File: src/rtl/my_mem_master_pkg.sv
// Shared types and helpers for my_mem_master: word geometry, FSM states and
// the even-parity word builder used to form 9-bit memory words.
package my_mem_master_pkg;

  localparam int DATA_WIDTH = 8;
  localparam int WORD_WIDTH = 9;

  typedef enum logic [2:0] {
    ST_IDLE,
    ST_WRITE,
    ST_READ,
    ST_CAPTURE,
    ST_RESP
  } state_t;

  // Memory word layout is {parity, data}; XOR across all 9 bits is 0 when valid.
  function automatic logic [WORD_WIDTH-1:0] even_parity(input logic [DATA_WIDTH-1:0] data);
    return {^data, data};
  endfunction

endpackage

File: src/rtl/my_mem_master.sv
// Single-outstanding request controller for the parity-protected 9-bit memory.
// Optional build macro MY_MEM_MASTER_RETRY_EN re-reads once after a parity error.
module my_mem_master
  import my_mem_master_pkg::*;
#(
  parameter int ADDR_WIDTH = 16,
  parameter int CNT_WIDTH  = 8
) (
  input  logic                  clk,
  input  logic                  rst_n,
  input  logic                  req_valid,
  output logic                  req_ready,
  input  logic                  req_write,
  input  logic [ADDR_WIDTH-1:0] req_addr,
  input  logic [DATA_WIDTH-1:0] req_wdata,
  output logic                  rsp_valid,
  input  logic                  rsp_ready,
  output logic [DATA_WIDTH-1:0] rsp_rdata,
  output logic                  rsp_perr,
  output logic [CNT_WIDTH-1:0]  perr_count,
  output logic                  mem_write,
  output logic                  mem_read,
  output logic [ADDR_WIDTH-1:0] mem_address,
  output logic [DATA_WIDTH-1:0] mem_data_in,
  input  logic [WORD_WIDTH-1:0] mem_data_out
);

  localparam logic [CNT_WIDTH-1:0] CNT_ONE = {{(CNT_WIDTH-1){1'b0}}, 1'b1};

  state_t state;
  logic   parity_bad;

`ifdef MY_MEM_MASTER_RETRY_EN
  logic [ADDR_WIDTH-1:0] addr_q;
  logic                  retried;
`endif

  assign parity_bad = ^mem_data_out;

  // Every output is a register updated alongside the state, so strobes line up
  // with the state they belong to and nothing is combinational from the inputs.
  always_ff @(posedge clk or negedge rst_n) begin
    if (!rst_n) begin
      state       <= ST_IDLE;
      req_ready   <= 1'b0;
      rsp_valid   <= 1'b0;
      rsp_rdata   <= '0;
      rsp_perr    <= 1'b0;
      perr_count  <= '0;
      mem_write   <= 1'b0;
      mem_read    <= 1'b0;
      mem_address <= '0;
      mem_data_in <= '0;
`ifdef MY_MEM_MASTER_RETRY_EN
      addr_q      <= '0;
      retried     <= 1'b0;
`endif
    end else begin
      unique case (state)
        ST_IDLE: begin
          if (req_ready && req_valid) begin
            req_ready   <= 1'b0;
            mem_address <= req_addr;
`ifdef MY_MEM_MASTER_RETRY_EN
            addr_q      <= req_addr;
            retried     <= 1'b0;
`endif
            if (req_write) begin
              mem_write   <= 1'b1;
              mem_data_in <= req_wdata;
              state       <= ST_WRITE;
            end else begin
              mem_read <= 1'b1;
              state    <= ST_READ;
            end
          end else begin
            req_ready <= 1'b1;
          end
        end

        ST_WRITE: begin
          mem_write   <= 1'b0;
          mem_address <= '0;
          mem_data_in <= '0;
          rsp_rdata   <= '0;
          rsp_perr    <= 1'b0;
          rsp_valid   <= 1'b1;
          state       <= ST_RESP;
        end

        ST_READ: begin
          mem_read    <= 1'b0;
          mem_address <= '0;
          state       <= ST_CAPTURE;
        end

        // The memory word for the preceding read strobe is valid in this cycle.
        ST_CAPTURE: begin
`ifdef MY_MEM_MASTER_RETRY_EN
          if (parity_bad && !retried) begin
            retried     <= 1'b1;
            mem_read    <= 1'b1;
            mem_address <= addr_q;
            state       <= ST_READ;
          end else
`endif
          begin
            rsp_rdata <= mem_data_out[DATA_WIDTH-1:0];
            rsp_perr  <= parity_bad;
            rsp_valid <= 1'b1;
            state     <= ST_RESP;
          end
        end

        ST_RESP: begin
          if (rsp_ready) begin
            rsp_valid <= 1'b0;
            req_ready <= 1'b1;
            state     <= ST_IDLE;
            if (rsp_perr && (perr_count != {CNT_WIDTH{1'b1}}))
              perr_count <= perr_count + CNT_ONE;
          end
        end

        default: state <= ST_IDLE;
      endcase
    end
  end

endmodule

File: config.mk
export PLATFORM = sky130hd
export DESIGN_NAME = my_mem_master
export DESIGN_NICKNAME = d
export VERILOG_FILES = /design/src/rtl/my_mem_master_pkg.sv /design/src/rtl/my_mem_master.sv
export SDC_FILE = /design/constraint.sdc
export NUM_CORES = 1
export LEC_CHECK = 0
export ABC_AREA = 1
export CAP_MARGIN = 20
export CORE_UTILIZATION = 44
export CTS_CLUSTER_DIAMETER = 150
export DETAILED_ROUTE_END_ITERATION = 16
export GPL_ROUTABILITY_DRIVEN = 0
export GPL_TIMING_DRIVEN = 0
export PLACE_DENSITY = 0.77
export REMOVE_ABC_BUFFERS = 1
export SLEW_MARGIN = 20
export SYNTH_ARGS = -nofsm -noshare
export SYNTH_HDL_FRONTEND = slang
export SYNTH_SLANG_ARGS = --single-unit
File: constraint.sdc
create_clock -name clk -period 1.5 [get_ports clk]
set_input_delay 0.225 -clock clk [delete_from_list [all_inputs] [get_ports clk]]
set_output_delay 0.225 -clock clk [all_outputs]
set_load 0.02 [all_outputs]
[After elaboration in Yosys (flattened, before gate mapping)]
Index checks and enable logic that the tools add are counted.
Operators by class
  $add $sub $neg: 1
  reductions and logical operators: 19
  mux-type cells: 22
  equal/unequal tests: 9
Operator list (count)
  16-bit one-hot mux with 2 select lines: 1
  8-bit one-hot mux with 2 select lines: 2
  16-bit two-way mux: 1
  8-bit two-way mux: 2
  3-bit one-hot mux with 4 select lines: 1
  2-bit nonzero test: 6
  1-bit one-hot mux with 2 select lines: 5
  3-bit AND reduction: 3
  9-bit parity: 1
  8-bit by 1-bit adder with 8-bit output, second input constant: 1
  2-bit != test, second input constant: 4
  8-bit != test, second input constant: 1
  2-bit AND reduction: 4
  1-bit two-way mux: 7
  3-bit by 2-bit equality test with 1-bit output, second input constant: 2
  3-bit two-way mux: 2
  2-bit OR reduction: 2
  3-bit by 1-bit equality test with 1-bit output, second input constant: 1
  3-bit equality test, second input constant: 1
  3-bit logical NOT: 1
  1-bit logical AND: 2
  2-bit two-way mux: 1
Storage, ports and cells
  logic and storage cells: 61
  bits of input ports: 38
  output and inout port bits: 45
  register bits after elaboration: 48

[Logic depth before layout (Yosys ltp)]
Gate-level depths: netlist (run 1).
  depth after elaboration: 4
  depth in mapped cells: 9
  depth with buffers taken out: 9

[Least setup slack after synthesis (run 1)]
OpenSTA, ideal clock, no wires.
  path type: register -> register
  from: register perr_count[0]
  to: register perr_count[2]
  cell stages (with the launch flop): 9
  buffers on the path: 1
  required time: 1426 ps
  period minus slack after synthesis: 1528 ps
  slack: -28 ps
  data arrival time: 1454 ps
  setup time: 74 ps
  path through: dfrtp_1 ha_1 nand3_1 nor3_2 nand3_1 nand2_1 buf_6 nand2_1 o21ai_2
On the way
  cells in the longest elaborated chain, start to end: 3
  elaborated cells between the ends (all ways): 4
  classes of those cells: 1 x add/sub; 1 x eq/ne; 2 x reduce/logical
RTL lines
  start: declaration: line my_mem_master.sv:20  | output logic [CNT_WIDTH-1:0] perr_count,
  start signal: assignment: line my_mem_master.sv:121  | perr_count <= perr_count + CNT_ONE;
  branches (longest 3 deep; another with 8-bit by 1-bit adder with 8-bit output)
Parallel ways; which one is timed is not known.
A chain may end at the register's enable or synchronous reset.

[Worst setup path in the final report (run 1)]
  from: register rsp_rdata[1]
  to: output rsp_rdata[1]
RTL lines
  start: declaration: line my_mem_master.sv:18  | output logic [DATA_WIDTH-1:0] rsp_rdata,
  start signal: assignment: line my_mem_master.sv:108  | rsp_rdata <= mem_data_out[DATA_WIDTH-1:0];
No word-level cell between the ends.

==> impl_metrics.env, run 1 <==
export IMPL_yosys_cell_types_count=26
export IMPL_endpoint="rsp_rdata[1]"
export IMPL_fin_util_pct=70.6
export IMPL_grt_pass1_vias=1756
export IMPL_ys_warn_count=0
export IMPL_numCtsBuffers=5
export IMPL_cp_required_ns=1.27
export IMPL_outcome="completed"
export IMPL_cp_depth=1
export IMPL_die_w_um=73.3
export IMPL_num_rows=25
export IMPL_grt_max_degree=31
export IMPL_core_area_um2=4820
export IMPL_nNetsFinal=375
export IMPL_ioPinCount=83
export IMPL_cp_arrival_ns=1.25
export IMPL_dr_pass1_iters=5
export IMPL_max_freq_mhz=677
export IMPL_use_met3_pct=4.53
export IMPL_grtUsageTotal_pct=18.9
export IMPL_r2r_slack_ns=0.07
export IMPL_r2r_end="mem_address[2]"
export IMPL_syn_instance_count=240
export IMPL_busiest_layer="met2"
export IMPL_synth_ff_latch_count=48
export IMPL_min_period_over_period_pct=98.4
export IMPL_grt_use_met1_pct=24.0
export IMPL_drc=0
export IMPL_fin_ws_ns=0.0238
export IMPL_max_stage_delay_ns=0.60
export IMPL_drive_above_1_share_pct=15.4
export IMPL_cts_htree_levels=2
export IMPL_clockBufferDepth=2
export IMPL_total_power_mw=6.26
export IMPL_antenna_found_initial=0
export IMPL_overflow=0
export IMPL_power_density_nw_per_um2=1840
export IMPL_grt_pass1_wl_mm=7.76
export IMPL_synth_area_top_cells="dfrtp_1 54%, nand2_1 10%, nand3_1 5.4%, o21ai_0 4.9%, inv_1 4.7%"
export IMPL_num_vias=1908
export IMPL_initial_core_util_pct=46.5
export IMPL_peakVddDrop_uv=882
export IMPL_min_period_ns=1.48
export IMPL_root_buffer="clkbuf_8"
export IMPL_place_ws_ns=-0.440
export IMPL_routedWlPerCell_um=12.6
export IMPL_yosysSeqAreaShare_pct=53.7
export IMPL_hold_violations=0
export IMPL_path_cells="clkdlybuf4s50_1"
export IMPL_maxSlewViolCount=0
export IMPL_cts_tree="built"
export IMPL_worst_path_max_delay_cell="clkdlybuf4s50_1"
export IMPL_cpLargestDelayFamily="buffers and inverters"
export IMPL_path_max_fanout=2
export IMPL_clkTransAtPathRegs_ns=0.08
export IMPL_relSlewSlack_pct=69.2
export IMPL_end_kind="output port"
export IMPL_hold_class="input port to async pin"
export IMPL_io_buffer_count=82
export IMPL_cap_violations=0
export IMPL_critPathKind="register to output port"
export IMPL_wl_mm=5.11
export IMPL_post_synth_top_area_fraction_pct=53.7
export IMPL_area_delta_synth_final_pct=51.9
export IMPL_netlist_area_um2=2240
export IMPL_diodes=0
export IMPL_clock_latency_ns=0.30
export IMPL_syn_avg_cell_area_um2=9.33
export IMPL_r2r_cells=7
export IMPL_dpl_hpwl_mm=3.45
export IMPL_timing_rr_start="state[0]"
export IMPL_critical_path_buf_inv_count=1
export IMPL_skew_ns=0.00889
export IMPL_drt_iter0_drc=91
export IMPL_numClockSinks=48
export IMPL_start_kind="register"
export IMPL_route_antenna_remaining_nets=0
export IMPL_worstSetupStartpoint="rsp_rdata[1]"
export IMPL_setup_viol=0
export IMPL_p_leak_nw=1.90
export IMPL_fin_tns_setup_ns=0
export IMPL_worst_pin_slew_ns=0.461
export IMPL_viasPerCell=4.72
export IMPL_yosysTopAreaCell="dfrtp_1"
export IMPL_die_y_um=73.3
export IMPL_grtUsageMet2_pct=31.7
export IMPL_die_area_um2=5380
-- worst min-delay path by stage --
stage | start | end | slack [ns] | cells after the start
global route | rst_n | mem_write | 0.47 | 2
global placement | mem_address[1] | mem_address[1] | 0.47 | 2
CTS | rst_n | mem_write | 0.42 | 2
floorplan | rst_n | mem_address[0] | -0.07 | 0
detailed placement | rst_n | mem_write | 0.21 | 1
finish | rst_n | mem_write | 0.41 | 2
-- registers in the layout, summed over array words and instances, names as in the netlist --
signal,cells
mem_address,16
mem_data_in,8
perr_count,8
rsp_rdata,8
state,3
mem_read,1
mem_write,1
req_ready,1
rsp_perr,1
rsp_valid,1
-- layout by cell type (no fill, tap or decap), drive strengths merged, types with 11 or more instances in the layout --
cell type / instances
inv: 31
nor2: 13
dlymetal6s2s: 20
clkdlybuf4s50: 40
dlygate4sd2: 21
nand3: 24
buf: 12
a22o: 11
nand2: 65
dfrtp: 48
o21ai: 25
-- routing by layer --
layer | share of wire [%] | wire (µm) | up-vias
li1 | - | - | 968
met1 | 44 | 2250 | 866
met2 | 48 | 2470 | 67
met3 | 6.4 | 329 | 7
met4 | 1.2 | 61 | 0
met5 | 0 | 0 | -
-- cell type report --
| cell class | count | area, µm² |
|---|---|---|
| clock buffers | 7 | 86.3 |
| multi-input cells | 156 | 941 |
| fillers | 404 | 1420 |
| inverters | 31 | 119 |
| flip-flops and latches | 48 | 1210 |
| clock inverters | 1 | 7.51 |
| well taps | 67 | 83.8 |
| repair buffers | 94 | 957 |
-- where the power goes --
part | switching [mW] | leakage (nW) | internal [mW]
clock network | 0.409 | 0.0445 | 0.375
registers | 0.330 | 0.618 | 1.83
logic | 1.88 | 1.24 | 1.43
-- cells in the mapped netlist (all sizes together) --
cell type / instances
a21oi: 3
a22o: 11
buf: 6
clkbuf: 1
dfrtp: 48
ha: 1
inv: 31
nand2: 65
nand3: 24
nand3b: 1
nor2: 11
nor3: 3
o21ai: 25
o22ai: 1
xnor2: 4
xor2: 5
-- per-stage QoR --
stage               cells  area, µm²  hold slack, ns
global placement      382       3080           0.466
finish                404       3400           0.407
CTS                   399       3260           0.419
global route          404       3400           0.465
floorplan             233       2170         -0.0706
detailed placement    383       3090           0.205
-- cell families (layout without fill, tap and decap cells) --
kind of cell,Yosys count,after routing,synth area share [%]
flops,48,48,53.7
fa+ha+maj,1,1,0.559
buf+inv,38,133,8.10
simple gates,104,106,22.0
compound gates,40,40,11.9
xor+xnor,9,9,3.86
-- repair_timing --
item                                    CTS  global route
gates cloned                              0             2
resized for setup                        28            34
pin swaps                                 4             4
hold buffers                              1             0
setup buffers                             7             3
hold endpoints to repair                 18             0
endpoints found under the setup margin   43            55
No activity file was read; power rests on OpenSTA's default activity.
==> run 2, diff against run 1 <==
CORE_MARGIN = 2   (was unset)
==> run 2 against run 1 <==
Clock skew down 0.0022 ns; highest routed layer unchanged; routed wire length up 2.1%; register-to-register slack better by 0.02 ns; global-route usage down 0.25 points; total power up 2.6%; combinational power about the same; sequential share of layout area down 0.69 points; utilization up 1.2 points.
==> impl_metrics.env, run 2 (synthesized netlist as in run 1, its figures left out) <==
export IMPL_cts_tree="built"
export IMPL_placed_area_um2=3130
export IMPL_numCtsBuffers=5
export IMPL_drc=0
export IMPL_fin_area_um2=3460
export IMPL_top_register="mem_address"
export IMPL_antenna_found_initial=0
export IMPL_hold_violations=0
export IMPL_diodes=0
export IMPL_clock_latency_ns=0.30
export IMPL_area_delta_synth_final_pct=54.6
export IMPL_wl_mm=5.22
export IMPL_grt_pass1_wl_mm=8.18
export IMPL_core_area_um2=4820
export IMPL_ioPinCount=83
export IMPL_critPathKind="register to output port"
export IMPL_dpl_hpwl_mm=3.67
export IMPL_grt_pass1_vias=1873
export IMPL_fin_ws_ns=0.0693
export IMPL_die_w_um=75.3
export IMPL_dr_pass1_iters=4
export IMPL_cp_arrival_ns=1.21
export IMPL_fin_util_pct=71.8
export IMPL_total_power_mw=6.42
export IMPL_final_common_cell="nand2_1"
export IMPL_path_max_fanout=3
export IMPL_io_buffer_count=82
export IMPL_setup_viol=0
export IMPL_drive_above_1_share_pct=17.2
export IMPL_root_buffer="clkbuf_8"
export IMPL_num_vias=1953
export IMPL_p_leak_nw=1.87
export IMPL_outcome="completed"
export IMPL_place_ws_ns=-0.424
export IMPL_max_freq_mhz=699
export IMPL_num_rows=25
export IMPL_viasPerCell=4.75
export IMPL_largest_register_ff_count=16
export IMPL_start_kind="register"
export IMPL_route_antenna_remaining_nets=0
export IMPL_relSlewSlack_pct=76.8
export IMPL_peakVddDrop_uv=1090
export IMPL_grtUsageTotal_pct=18.6
export IMPL_clockBufferDepth=2
export IMPL_worst_pin_slew_ns=0.349
export IMPL_numClockSinks=48
export IMPL_min_period_ns=1.43
export IMPL_nNetsFinal=382
export IMPL_cts_htree_levels=2
export IMPL_end_kind="output port"
export IMPL_initial_core_util_pct=46.5
export IMPL_maxSlewViolCount=0
export IMPL_routedWlPerCell_um=12.7
export IMPL_clkTransAtPathRegs_ns=0.10
export IMPL_overflow=0
export IMPL_hold_class="input port to async pin"
export IMPL_power_density_nw_per_um2=1860
export IMPL_drt_iter0_drc=62
export IMPL_final_cell_mix="58 x nand2_1, 46 x dfrtp_1, 36 x clkdlybuf4s50_1"
export IMPL_cp_required_ns=1.27
export IMPL_die_y_um=75.3
export IMPL_die_area_um2=5670
export IMPL_grt_max_degree=24
export IMPL_cap_violations=0
export IMPL_min_period_over_period_pct=95.4
export IMPL_skew_ns=0.00667
## run 2: cell count changes in the layout (fill, tap and decap cells not counted), moves of 2 or more
cell	change
clkdlybuf4s50_1	-4
dfrtp_1	+2
dfrtp_2	-2
dlygate4sd2_1	+14
dlymetal6s2s_1	-10
buf_4	+6
buf_16	+2
clkinv_4	+2
## run 2: path summary, 6_finish.rpt
kind | startpoint | to | slack, ns | cells past startpoint
min in group clk | mem_address[8] | mem_address[8] | 0.48 | 2
worst min-delay path | rst_n | mem_write | 0.35 | 2
max in group asynchronous | rst_n | state[2] | 0.56 | 4
worst min register to register | mem_address[8] | mem_address[8] | 0.48 | 2
worst max register to register | perr_count[0] | perr_count[5] | 0.09 | 8
worst max-delay path | perr_count[1] | perr_count[1] | 0.07 | 2
## run 2: worst max-delay path: stages (launching register included)
cell           delay [ns]
dfrtp_1              0.43
buf_4                0.16
dlygate4sd2_1        0.31
## run 2: what timing repair did
action | CTS | global route
cloned | 0 | 2
buffers inserted | 9 | 7
setup endpoints to repair | 57 | 48
gates resized for setup | 40 | 25
hold buffers | 1 | 0
pin swaps | 3 | 4
endpoints found under the hold margin | 12 | 0
## run 2: through the flow
stage,std cells,TNS [ns],hold WS (ns)
6_report,411,0,0.351
5_1_grt,411,-0.114,0.388
4_1_cts,402,0,0.358
3_5_place_dp,384,-8.17,0.153
3_3_place_gp,382,-63.56,0.464
2_1_floorplan,233,-1.85,-0.0706
## run 2: area by class of cell
class	count	area, µm²
Sequential cell	48	1200
Clock inverter	3	47.5
Tap cell	67	83.8
Inverter	31	120
Multi-Input combinational cell	156	942
Clock buffer	5	68.8
Timing Repair Buffer	101	995
Fill cell	404	1360
## run 2: power by group
part | leakage (nW) | internal, mW | switching (mW)
sequential | 0.620 | 1.83 | 0.326
clock | 0.0583 | 0.502 | 0.454
combinational | 1.19 | 1.42 | 1.89
## run 2: routing by layer
layer	wire [µm]	global-route usage (%)	vias to the layer above
met3	359	5.42	6
li1	-	-	980
met1	2270	23.3	909
met2	2550	31.9	58
met5	0	0	-
met4	44	4.68	0
